**src/rtl/mcpu_mem_seq_if.sv**
```systemverilog
// mcpu_mem_seq_if: CPU-side request/done bus plus memory/IO bus of the access sequencer
interface mcpu_mem_seq_if #(parameter int ADDR_W = 32);
    logic              req;
    logic              we;
    logic [1:0]        size;
    logic              sign_ext;
    logic [ADDR_W-1:0] addr;
    logic [31:0]       wdata;
    logic [31:0]       rdata;
    logic              done;
    logic              fault;
    logic [1:0]        fault_code;
    logic              busy;
    logic [ADDR_W-1:0] Addr_out;
    logic [31:0]       Data_out;
    logic [3:0]        byte_en;
    logic              mem_w;
    logic              CPU_MIO;
    logic [31:0]       Data_in;
    logic              MIO_ready;
    modport slave (
        input  req, we, size, sign_ext, addr, wdata, Data_in, MIO_ready,
        output rdata, done, fault, fault_code, busy, Addr_out, Data_out, byte_en, mem_w, CPU_MIO
    );
    modport master (
        output req, we, size, sign_ext, addr, wdata, Data_in, MIO_ready,
        input  rdata, done, fault, fault_code, busy, Addr_out, Data_out, byte_en, mem_w, CPU_MIO
    );
endinterface

```
**src/rtl/mcpu_mem_seq.sv**
```systemverilog
// mcpu_mem_seq: sized memory/IO access sequencer with wait states, timeout and fault reporting
module mcpu_mem_seq #(
    parameter int ADDR_W   = 32,
    parameter int MIN_WAIT = 0,
    parameter int TIMEOUT  = 16,
    parameter int CNT_W    = 8
) (
    input logic           clk,
    input logic           reset,
    mcpu_mem_seq_if.slave bus
);
    typedef enum logic [1:0] {IDLE, ACCESS, DONE, FAULT} state_t;
    state_t            state_q, state_d;
    logic [CNT_W-1:0]  cnt_q, cnt_d;
    logic [1:0]        size_q, size_d, off_q, off_d, code_q, code_d;
    logic              sext_q, sext_d;
    logic [31:0]       rdata_q, rdata_d, dout_q, dout_d;
    logic [ADDR_W-1:0] addr_q, addr_d;
    logic [3:0]        be_q, be_d;
    logic              done_q, done_d, fault_q, fault_d, busy_q, busy_d;
    logic              mem_w_q, mem_w_d, mio_q, mio_d;
    logic              misal;
    logic [7:0]        rd_b;
    logic [15:0]       rd_h;
    logic [31:0]       rd_ext;
    assign misal  = (bus.size == 2'b01 && bus.addr[0]) || (bus.size == 2'b10 && bus.addr[1:0] != 2'b00);
    assign rd_b   = bus.Data_in[{off_q, 3'b000} +: 8];
    assign rd_h   = bus.Data_in[{off_q[1], 4'b0000} +: 16];
    assign rd_ext = size_q == 2'b00 ? {{24{sext_q & rd_b[7]}}, rd_b}
                  : size_q == 2'b01 ? {{16{sext_q & rd_h[15]}}, rd_h} : bus.Data_in;
    // next-state and next-output computation; done/fault are single-cycle pulses
    always_comb begin
        state_d = state_q;
        cnt_d   = cnt_q;
        size_d  = size_q;
        off_d   = off_q;
        sext_d  = sext_q;
        code_d  = code_q;
        rdata_d = rdata_q;
        dout_d  = dout_q;
        addr_d  = addr_q;
        be_d    = be_q;
        busy_d  = busy_q;
        mem_w_d = mem_w_q;
        mio_d   = mio_q;
        done_d  = 1'b0;
        fault_d = 1'b0;
        case (state_q)
            IDLE: begin
                if (bus.req && (bus.size == 2'b11 || misal)) begin
                    state_d = FAULT;
                    code_d  = bus.size == 2'b11 ? 2'b11 : 2'b01;
                    done_d  = 1'b1;
                    fault_d = 1'b1;
                    busy_d  = 1'b1;
                end else if (bus.req) begin
                    state_d = ACCESS;
                    cnt_d   = CNT_W'(1);
                    size_d  = bus.size;
                    off_d   = bus.addr[1:0];
                    sext_d  = bus.sign_ext;
                    addr_d  = {bus.addr[ADDR_W-1:2], 2'b00};
                    dout_d  = bus.size == 2'b00 ? {4{bus.wdata[7:0]}}
                            : bus.size == 2'b01 ? {2{bus.wdata[15:0]}} : bus.wdata;
                    be_d    = bus.size == 2'b00 ? 4'b0001 << bus.addr[1:0]
                            : bus.size == 2'b01 ? 4'b0011 << bus.addr[1:0] : 4'b1111;
                    mem_w_d = bus.we;
                    mio_d   = 1'b1;
                    busy_d  = 1'b1;
                end
            end
            ACCESS: begin
                if ((bus.MIO_ready && cnt_q > CNT_W'(MIN_WAIT)) || (TIMEOUT != 0 && cnt_q == CNT_W'(TIMEOUT))) begin
                    done_d  = 1'b1;
                    mio_d   = 1'b0;
                    mem_w_d = 1'b0;
                    dout_d  = '0;
                    be_d    = '0;
                end
                if (bus.MIO_ready && cnt_q > CNT_W'(MIN_WAIT)) begin
                    state_d = DONE;
                    rdata_d = mem_w_q ? rdata_q : rd_ext;
                end else if (TIMEOUT != 0 && cnt_q == CNT_W'(TIMEOUT)) begin
                    state_d = FAULT;
                    code_d  = 2'b10;
                    fault_d = 1'b1;
                end else begin
                    cnt_d = &cnt_q ? cnt_q : cnt_q + CNT_W'(1);
                end
            end
            default: begin
                state_d = IDLE;
                busy_d  = 1'b0;
            end
        endcase
    end
    // state and registered outputs, cleared by the active-low synchronous reset
    always_ff @(posedge clk) begin
        if (!reset) begin
            state_q <= IDLE;
            cnt_q   <= '0;
            size_q  <= '0;
            off_q   <= '0;
            sext_q  <= 1'b0;
            code_q  <= '0;
            rdata_q <= '0;
            dout_q  <= '0;
            addr_q  <= '0;
            be_q    <= '0;
            done_q  <= 1'b0;
            fault_q <= 1'b0;
            busy_q  <= 1'b0;
            mem_w_q <= 1'b0;
            mio_q   <= 1'b0;
        end else begin
            state_q <= state_d;
            cnt_q   <= cnt_d;
            size_q  <= size_d;
            off_q   <= off_d;
            sext_q  <= sext_d;
            code_q  <= code_d;
            rdata_q <= rdata_d;
            dout_q  <= dout_d;
            addr_q  <= addr_d;
            be_q    <= be_d;
            done_q  <= done_d;
            fault_q <= fault_d;
            busy_q  <= busy_d;
            mem_w_q <= mem_w_d;
            mio_q   <= mio_d;
        end
    end
    assign bus.rdata      = rdata_q;
    assign bus.done       = done_q;
    assign bus.fault      = fault_q;
    assign bus.fault_code = code_q;
    assign bus.busy       = busy_q;
    assign bus.Addr_out   = addr_q;
    assign bus.Data_out   = dout_q;
    assign bus.byte_en    = be_q;
    assign bus.mem_w      = mem_w_q;
    assign bus.CPU_MIO    = mio_q;
endmodule

```
**src/flat_wrapper.sv**
```systemverilog
// flat-port wrapper written by rule: the top's interface ports become plain ports
module mcpu_mem_seq_flat 
#(
    parameter int ADDR_W   = 32,
    parameter int MIN_WAIT = 0,
    parameter int TIMEOUT  = 16,
    parameter int CNT_W    = 8
)
  (clk, reset, bus_req, bus_we, bus_size, bus_sign_ext, bus_addr, bus_wdata, bus_Data_in, bus_MIO_ready, bus_rdata, bus_done, bus_fault, bus_fault_code, bus_busy, bus_Addr_out, bus_Data_out, bus_byte_en, bus_mem_w, bus_CPU_MIO);
  mcpu_mem_seq_if #(.ADDR_W(ADDR_W)) bus_i ();
  input logic clk;
  input logic reset;
  input wire logic [$bits(bus_i.req)-1:0] bus_req;
  input wire logic [$bits(bus_i.we)-1:0] bus_we;
  input wire logic [$bits(bus_i.size)-1:0] bus_size;
  input wire logic [$bits(bus_i.sign_ext)-1:0] bus_sign_ext;
  input wire logic [$bits(bus_i.addr)-1:0] bus_addr;
  input wire logic [$bits(bus_i.wdata)-1:0] bus_wdata;
  input wire logic [$bits(bus_i.Data_in)-1:0] bus_Data_in;
  input wire logic [$bits(bus_i.MIO_ready)-1:0] bus_MIO_ready;
  output wire logic [$bits(bus_i.rdata)-1:0] bus_rdata;
  output wire logic [$bits(bus_i.done)-1:0] bus_done;
  output wire logic [$bits(bus_i.fault)-1:0] bus_fault;
  output wire logic [$bits(bus_i.fault_code)-1:0] bus_fault_code;
  output wire logic [$bits(bus_i.busy)-1:0] bus_busy;
  output wire logic [$bits(bus_i.Addr_out)-1:0] bus_Addr_out;
  output wire logic [$bits(bus_i.Data_out)-1:0] bus_Data_out;
  output wire logic [$bits(bus_i.byte_en)-1:0] bus_byte_en;
  output wire logic [$bits(bus_i.mem_w)-1:0] bus_mem_w;
  output wire logic [$bits(bus_i.CPU_MIO)-1:0] bus_CPU_MIO;
  assign bus_i.req = bus_req;
  assign bus_i.we = bus_we;
  assign bus_i.size = bus_size;
  assign bus_i.sign_ext = bus_sign_ext;
  assign bus_i.addr = bus_addr;
  assign bus_i.wdata = bus_wdata;
  assign bus_i.Data_in = bus_Data_in;
  assign bus_i.MIO_ready = bus_MIO_ready;
  assign bus_rdata = bus_i.rdata;
  assign bus_done = bus_i.done;
  assign bus_fault = bus_i.fault;
  assign bus_fault_code = bus_i.fault_code;
  assign bus_busy = bus_i.busy;
  assign bus_Addr_out = bus_i.Addr_out;
  assign bus_Data_out = bus_i.Data_out;
  assign bus_byte_en = bus_i.byte_en;
  assign bus_mem_w = bus_i.mem_w;
  assign bus_CPU_MIO = bus_i.CPU_MIO;
  mcpu_mem_seq #(.ADDR_W(ADDR_W), .MIN_WAIT(MIN_WAIT), .TIMEOUT(TIMEOUT), .CNT_W(CNT_W)) u_core (.clk(clk), .reset(reset), .bus(bus_i));
endmodule
```
**config.mk**
```make
export PLATFORM = sky130hd
export DESIGN_NAME = mcpu_mem_seq_flat
export DESIGN_NICKNAME = d
export VERILOG_FILES = /design/src/rtl/mcpu_mem_seq_if.sv /design/src/rtl/mcpu_mem_seq.sv /design/src/flat_wrapper.sv
export SDC_FILE = /design/constraint.sdc
export NUM_CORES = 1
export LEC_CHECK = 0
export CAP_MARGIN = 15
export CORE_ASPECT_RATIO = 0.5
export CORE_MARGIN = 2
export CORE_UTILIZATION = 48
export CTS_BUF_LIST = sky130_fd_sc_hd__clkbuf_8
export DETAILED_ROUTE_END_ITERATION = 8
export GPL_TIMING_DRIVEN = 0
export PLACE_DENSITY = 0.84
export SLEW_MARGIN = 25
export SYNTH_ARGS = -nofsm -noshare
export SYNTH_HDL_FRONTEND = slang
export SYNTH_SLANG_ARGS = --single-unit
```
**constraint.sdc**
```tcl
create_clock -name clk -period 6.85 [get_ports clk]
set_clock_uncertainty 0.2 [all_clocks]
set_input_delay 2.055 -clock clk [delete_from_list [all_inputs] [get_ports clk]]
set_output_delay 2.055 -clock clk [all_outputs]
set_load 0.1 [all_outputs]
```
# Word-level counts from Yosys, hierarchy flattened
# Cells that the tools add are included.
# totals
word_cells	107
ff_bits	120
in_bits	104
out_inout_bits	107
# classes
n_lt_le_gt_ge	1
reduce_logical	20
mux	45
bitwise	5
add_sub_neg	1
eq_ne	16
shift	4
# op_table
op	n
$mux 32	7
$pmux 32 s2	1
$mux 8	5
$shiftx 32x6->16	1
$shiftx 32x6->8	1
$mux 4	5
$mux 2	8
$pmux 8 s2	1
$mux 1	10
$ne 2x2->1 const B	5
$pmux 1 s2	5
$add 8x1->8 const B	1
$eq 8x5->1 const B	1
$gt 8x1->1 const B	1
$pmux 2 s2	2
$pmux 4 s2	1
$reduce_and 4->1	2
$reduce_and 8->1	1
$eq 2x1->1 const B	3
$logic_not 2->1	3
$ne 2x1->1 const B	3
$reduce_and 3->1	2
$reduce_and 6->1	1
$eq 2x2->1 const B	2
10 further kinds	20

# Longest topological paths before layout
# Gate-level depths: netlist (run 1).
# logic_depth
word_depth	7
ltp_mapped	9
depth_no_buf	7

# Least setup slack after synthesis (run 1)
# Ideal clock, no wire load.
# synth_timing
path_type	input to register
from	input port bus_size[0]
to	register u_core.dout_q[6] (netlist: u_core.bus.Data_out[6])
required_time_ps	6588
arrival_time_ps	3584
setup_time_ps	62
n_path_buf	2
path_slack_ps	3004
stages	7
path_cell_list	clkbuf_1 > a21o_1 > nand2_1 > nand2_1 > nor2_1 > clkbuf_1 > a22o_1
# synth_via
elab_chain_cells	7
elab_cells_between_ends	15
cone_classes	4 x eq/ne; 4 x mux; 7 x reduce/logical
# synth_lines
item	line	rtl
from (decl)	flat_wrapper.sv:15	input wire logic [$bits(bus_i.size)-1:0] bus_size;
$eq 2x1->1 / $eq 2x2->1 (equally long branches)	mcpu_mem_seq.sv:26	assign misal = (bus.size == 2'b01 && bus.addr[0]) || (bus.size == 2'b10 && bus.addr[1:0] != 2'b00);
$logic_and 1x1->1	mcpu_mem_seq.sv:26	
$logic_or 1x1->1	mcpu_mem_seq.sv:26	
$logic_or 1x1->1	mcpu_mem_seq.sv:50	if (bus.req && (bus.size == 2'b11 || misal)) begin
$logic_and 1x1->1	mcpu_mem_seq.sv:50	
$ne 2x2->1 (no line)	n/a	
$reduce_and 4->1 (no line)	n/a	
to (signal assigned)	mcpu_mem_seq.sv:123	dout_q <= dout_d;
to (decl)	mcpu_mem_seq.sv:17	logic [31:0] rdata_q, rdata_d, dout_q, dout_d;
# Parallel ways exist; a longest one is shown, timed or not. The select of a mux whose other input is x is not followed.
# A chain may end at the register's enable or synchronous reset.

# Worst setup path after layout (run 1)
# layout_timing
from	input port bus_addr[1]
to	register u_core.dout_q[6] (netlist: u_core.bus.Data_out[6])
# layout_via
elab_chain_cells	7
# layout_lines
item	line	rtl
from (decl)	flat_wrapper.sv:17	input wire logic [$bits(bus_i.addr)-1:0] bus_addr;
$reduce_bool 2->1	mcpu_mem_seq.sv:26	
$logic_and 1x1->1	mcpu_mem_seq.sv:26	
$logic_or 1x1->1	mcpu_mem_seq.sv:26	
$logic_or 1x1->1	mcpu_mem_seq.sv:50	
$logic_and 1x1->1	mcpu_mem_seq.sv:50	
$ne 2x2->1 (no line)	n/a	
$reduce_and 4->1 (no line)	n/a	
# Every way passes these cells.

==> impl_results.md, run 1 <==
* Status: complete, no violations
* First-pass GRT wire length at 27400 µm
* Row cnt at 26
* Flops & latches, synth at 120
* EDFF count, synth at 0
* Post-synth top area cell: dfxtp_1
* Overflow after GRT at 0
* DR vias at 5478
* Synth-to-layout area growth at 50.7%
* # Post-CTS Setup Buffers at 0
* CTS Sinks at 120
* Crit Path Max Fanout at 10
* DP Worst Slack at 1880 ps
* Die Y at 78.1 µm
* Synth cell count leaders: nand2_1, dfxtp_1, a21oi_1
* Die Wd at 152 µm
* Wire length per cell at 17.3 µm
* Min cycle time layout at 4580 ps
* Cells resized by post-CTS repair at 0
* Post-route ant nets at 0
* Yosys cell types at 51
* Yosys warning total at 0
* Unrepaired setup endpoints after global routing: no
* Slew Limit Fails at 0
* DIE AREA at 0.0119 mm²
* Number of global-route vias before repair at 5561
* Antenna Cells at 0
* Share of synthesized flip-flops with an asynchronous set or reset at 0%
* Sequential share of the synthesized area at 45.6%
* Max Cap Viol at 0
* H-Tree Depth at 4
* I/O pin cnt at 211
* Core area at 0.0104 mm²
* Setup TNS at 0 ps
* CP Launch Type: input pin
* Initial antenna violation count at 0
* Crit-path leading delay family: simple AND/OR/NAND/NOR gates
* Crit path DAT at 4750 ps
* Largest net degree at the start of global routing at 17
* Final Hold Viols at 0
* Post-synth top flop: dfxtp_1
* Worst-path clk slew at 70 ps
* Port buffer count at 206
* Most frequent cell after synthesis: nand2_1
* Nets at 938
* Max Fclk at 218 MHz
* Relative slew slack at 30.0%
* TritonCTS Buffers at 17
* HP Class: flop to flop
* WS Path Type: input pin to flop
* Crit path cell chain: clkdlybuf4s50_1 -> inv_1 -> ha_1 -> nand2b_1 -> nand2_1 -> nand2_1 -> nor2_1 -> clkbuf_1 -> a22o_1
* Static Leakage at 2.95 nW
* Starting DRT DRC Count at 331
* # hold bufs at CTS at 0
* Routed WL at 17000 µm
* GRT Total Usage at 28.4%
* Clock Latency Late Sink at 430 ps
* CP Capture Type: flop
* CTS tree: done
* Final setup slack of the worst path at 2270 ps
* Clk buf depth at 2
* Root Driver: clkbuf_8
* Synthesized area at 0.00527 mm²
* Actual slew at the worst max-slew pin at 1050 ps
* CP dominant cell by count: nand2_1
* Post-route DRC at 0
* Mapped Cells at 602
* Post-synth top area share at 45.6%
* Drt first pass iters at 5
* Worst path max stage delay at 620 ps
* Power Dens Cells at 248 mW/mm²
* Slowest cell on the critical path: nor2_1
* Worst hold slack at 254 ps
* Routed vias/inst at 5.58
* CP required at 7020 ps
* Fraction of layout cells with a size suffix above 1 at 7.85%
* Placer congestion estimate at 0.867
* Area contributors post-synth: dfxtp_1, nand2_1, a21oi_1, mux2i_1, mux4_2
* Post-route clock period utilization at 66.8%
* CP bufs+invs at 3
* Post-Syn Area per Cell at 8.76 µm²
* Worst vdd ir at 146 µV
* Initial Util at 50.5%
* Detail Placement HPWL at 12600 µm
* Final setup fails at 0
* Power, Total at 0.00197 W
-- tightest hold or removal path, delay by kind of cell (launching register included) --
kind,cells,cell delay (ps)
DFF,1,310
AOI/OAI and AO/OA,1,50
and+or+nand+nor,1,50
-- layout by cell type, fill, tap and decap left out, types with 5 or more instances in the layout --
cell type        instances
o21ai_0                 33
clkbuf_1                32
mux2i_1                 25
o2bb2ai_1               20
clkbuf_8                18
clkinv_2                 5
a311o_1                  8
o311ai_0                 6
buf_2                    9
nand2_1                139
o221a_2                  7
nand2b_1                 5
a22o_1                  17
ha_1                     6
mux4_2                   8
nand3b_1                 5
clkdlybuf4s50_1        206
inv_1                   10
nor2_1                  29
a21oi_1                 71
dfxtp_1                120
-- final cells by class --
cell class / instances / area (µm²)
Buffer: 48 / 208
Multi-Input combinational cell: 426 / 2630
Inverter: 9 / 33.8
Tap cell: 140 / 175
Fill cell: 753 / 2500
Clock inverter: 14 / 181
Clock buffer: 18 / 248
Timing Repair Buffer: 206 / 2060
Sequential cell: 120 / 2400
-- state kept, by name, summed over array words and instances, names as in the netlist, 2 cells and up --
name	count
u_core.bus.byte_en	4
u_core.bus.fault_code	2
u_core.state_q	2
u_core.bus.Data_out	32
u_core.bus.Addr_out	30
u_core.off_q	2
u_core.bus.rdata	32
u_core.cnt_q	8
u_core.size_q	2
-- stage by stage --
stage,std cells,util [%],area (µm²)
global route,981,76.0,7940
CTS,981,76.0,7940
finish,981,76.0,7940
global placement,949,71.9,7510
detailed placement,949,71.9,7510
floorplan,603,-,5280
-- cell families after synthesis --
family / count (synthesis) / share of synthesized area (%)
other: 1 / 0.0711
and+or+nand+nor: 202 / 16.4
adders and majority gates: 6 / 1.42
muxes: 33 / 8.17
DFF: 120 / 45.6
AOI/OAI and AO/OA: 183 / 23.8
buffers and inverters: 57 / 4.58
-- report_power, final --
group          total, W  internal [W]  switching [W]
Combinational  0.000519      0.000159       0.000360
Sequential     0.000753      0.000732      0.0000207
Clock          0.000701      0.000403       0.000298
-- metal layers --
| metal | global-route usage (%) | routed length (µm) |
|---|---|---|
| met1 | 34.5 | 7230 |
| met4 | 14.1 | 553 |
| met2 | 47.8 | 7930 |
| met5 | 0 | 0 |
| met3 | 7.01 | 1300 |
-- final timing paths --
kind                           start  cells after the start  slack (ps)                 endpoint
max                      bus_addr[1]                      9        2270   u_core.bus.Data_out[6]
min          u_core.bus.Addr_out[13]                      2         250  u_core.bus.Addr_out[13]
max reg2reg          u_core.cnt_q[0]                      9        4100     u_core.bus.rdata[24]
min reg2reg  u_core.bus.Addr_out[13]                      2         250  u_core.bus.Addr_out[13]
(Power assumes the default switching activity.)
==> run 2: changes to the inputs <==
- CORE_UTILIZATION: 48 -> 41
- PLACE_DENSITY: 0.84 -> 0.75
- clock period: 6.85 -> 4 ns (I/O delays scaled with it)
==> run 2 against run 1 <==
Routed wire length down 2.4%. Sequential power up 71%. Register-to-register slack worse by 2800 ps. Combinational power up 71%. Clock-buffer cell count unchanged. Global-route usage down 4.5 points. First-iteration DRC count up 3.3%. Die area up 16%. Clock power up 53%. Largest power group unchanged. Highest routed layer unchanged.
==> impl_results.md, run 2 (same netlist as run 1, synthesis figures left out) <==
* Die Wd at 164 µm (+8.0%)
* Most frequent cells in the layout: clkdlybuf4s50_1, nand2_1, dfxtp_1
* WS Path Type: input pin to flop
* Cells resized by post-CTS repair at 0 (unchanged)
* Power Dens Cells at 409 mW/mm² (+65%)
* HP Class: flop to flop
* Hold_sp: u_core.bus.rdata[6]
* # Post-CTS Setup Buffers at 0 (unchanged)
* First-pass GRT wire length at 26000 µm (-5.1%)
* Wire length per cell at 16.4 µm (-5.3%)
* Critical path startpoint: bus_addr[1]
* Routed WL at 16600 µm (-2.4%)
* Status: complete, no violations
* Row cnt at 29 (+12%)
* Final setup slack of the worst path at 254 ps (-2020 ps)
* CTS tree: done
* Commonest non-fill, non-tap cell in the layout: clkdlybuf4s50_1
* DR vias at 5349 (-2.4%)
* Number of global-route vias before repair at 5027 (-9.6%)
* Fin area at 0.00793 mm² (-0.11%)
* Post-route clock period utilization at 93.6%
* Final setup fails at 0 (unchanged)
* Placer congestion estimate at 0.850 (-1.9%)
* Post-route ant nets at 0 (unchanged)
* Cell Area, Placed at 0.00755 mm² (+0.50%)
* GRT Total Usage at 23.9% (-4.5 points)
* # hold bufs at CTS at 0 (unchanged)
* Final Hold Viols at 0 (unchanged)
* Crit Path Max Fanout at 10 (unchanged)
* Crit path DAT at 3910 ps (-840 ps)
* Worst hold slack at 254 ps (-0.238 ps)
* Port buffer count at 206 (unchanged)
* Post-route DRC at 0 (unchanged)
* Initial antenna violation count at 0 (unchanged)
* Unrepaired setup endpoints after global routing: no
* Routed vias/inst at 5.29 (-5.3%)
* CP required at 4170 ps (-2850 ps)
* DIE AREA at 0.0138 mm² (+16%)
* Finished Layout Cells at 1011 (+3.1%)
* Largest net degree at the start of global routing at 17 (unchanged)
* Max Fclk at 267 MHz
* H-Tree Depth at 4 (unchanged)
* Relative slew slack at 31.8% (+1.8 points)
* RR Startpoint: u_core.cnt_q[0]
* Clk buf depth at 2 (unchanged)
* Static Leakage at 2.92 nW (-0.90%)
* CP Launch Type: input pin
* Detail Placement HPWL at 12500 µm (-0.70%)
* Slew Limit Fails at 0 (unchanged)
* Initial Util at 41.9% (-8.6 points)
* CTS Sinks at 120 (unchanged)
* Overflow after GRT at 0 (unchanged)
* DP Cell Count at 979 (+3.2%)
* Starting DRT DRC Count at 342 (+3.3%)
* Clock Latency Late Sink at 430 ps (about the same)
* Antenna Cells at 0 (unchanged)
* CP Capture Type: flop
* Die Y at 84.2 µm (+7.8%)
* Core area at 0.0126 mm² (+21%)
* I/O pin cnt at 211 (unchanged)
* Nets at 938 (unchanged)
* Actual slew at the worst max-slew pin at 1020 ps (-26.9 ps)
* DP Worst Slack at -76.4 ps (-1960 ps)
* Utilization after layout at 63.0% (-13 points)
* Drt first pass iters at 5 (unchanged)
* Root Driver: clkbuf_8
* TritonCTS Buffers at 17 (unchanged)
* Min cycle time layout at 3750 ps
* Fraction of layout cells with a size suffix above 1 at 7.73% (-0.12 points)
* Synth-to-layout area growth at 50.5%
* Max Cap Viol at 0 (unchanged)
* Worst vdd ir at 188 µV (+29%)
* Worst-path clk slew at 70 ps (about the same)
## run 2: cell count changes in the layout (fill, tap and decap cells not counted), sizes merged
| cell | change |
|---|---|
| clkinv | -1 |
| inv | +1 |
| clkinvlp | +2 |
| bufinv | -2 |
## run 2: final timing paths
check                                               end  slack [ps]  depth (start not counted)
worst max-delay path            u_core.bus.Data_out[29]         250                          9
worst min-delay path                u_core.bus.rdata[6]         250                          2
worst max register to register     u_core.bus.rdata[23]        1290                          9
worst min register to register      u_core.bus.rdata[6]         250                          2
## run 2: cell type report
type / count / area, µm²
fill: 1094 / 4660
tap: 170 / 213
clock buffer: 18 / 248
clock inverter: 14 / 135
sequential: 120 / 2400
inverter: 9 / 33.8
timing repair buffer: 206 / 2060
multi-input combinational: 426 / 2630
buffer: 48 / 208
## run 2: metrics by stage
step	total power [W]	TNS [ps]
6_report	0.00324	0
5_1_grt	0.00336	0
4_1_cts	0.00326	0
3_5_place_dp	0.00220	-596
3_3_place_gp	0.00219	-548
2_1_floorplan	0.00191	0
## run 2: where the power goes
part           total [W]  switching (W)  internal, W
Sequential       0.00129      0.0000339      0.00125
Clock            0.00107       0.000508     0.000561
Combinational   0.000886       0.000613     0.000273
## run 2: critical path, cell delays in order
cell,delay (ps)
clkdlybuf4s50_1,540
inv_1,130
ha_1,170
nand2b_1,80
nand2_1,210
nand2_1,290
nor2_1,640
clkbuf_1,450
a22o_1,210
## run 2: routing by layer
layer,GRT usage (%),wire (µm),vias to the layer above
met5,0,0,-
met4,7.10,245,0
met3,5.73,1100,19
met2,39.2,7820,179
met1,31.4,7440,2573
li1,-,-,2578
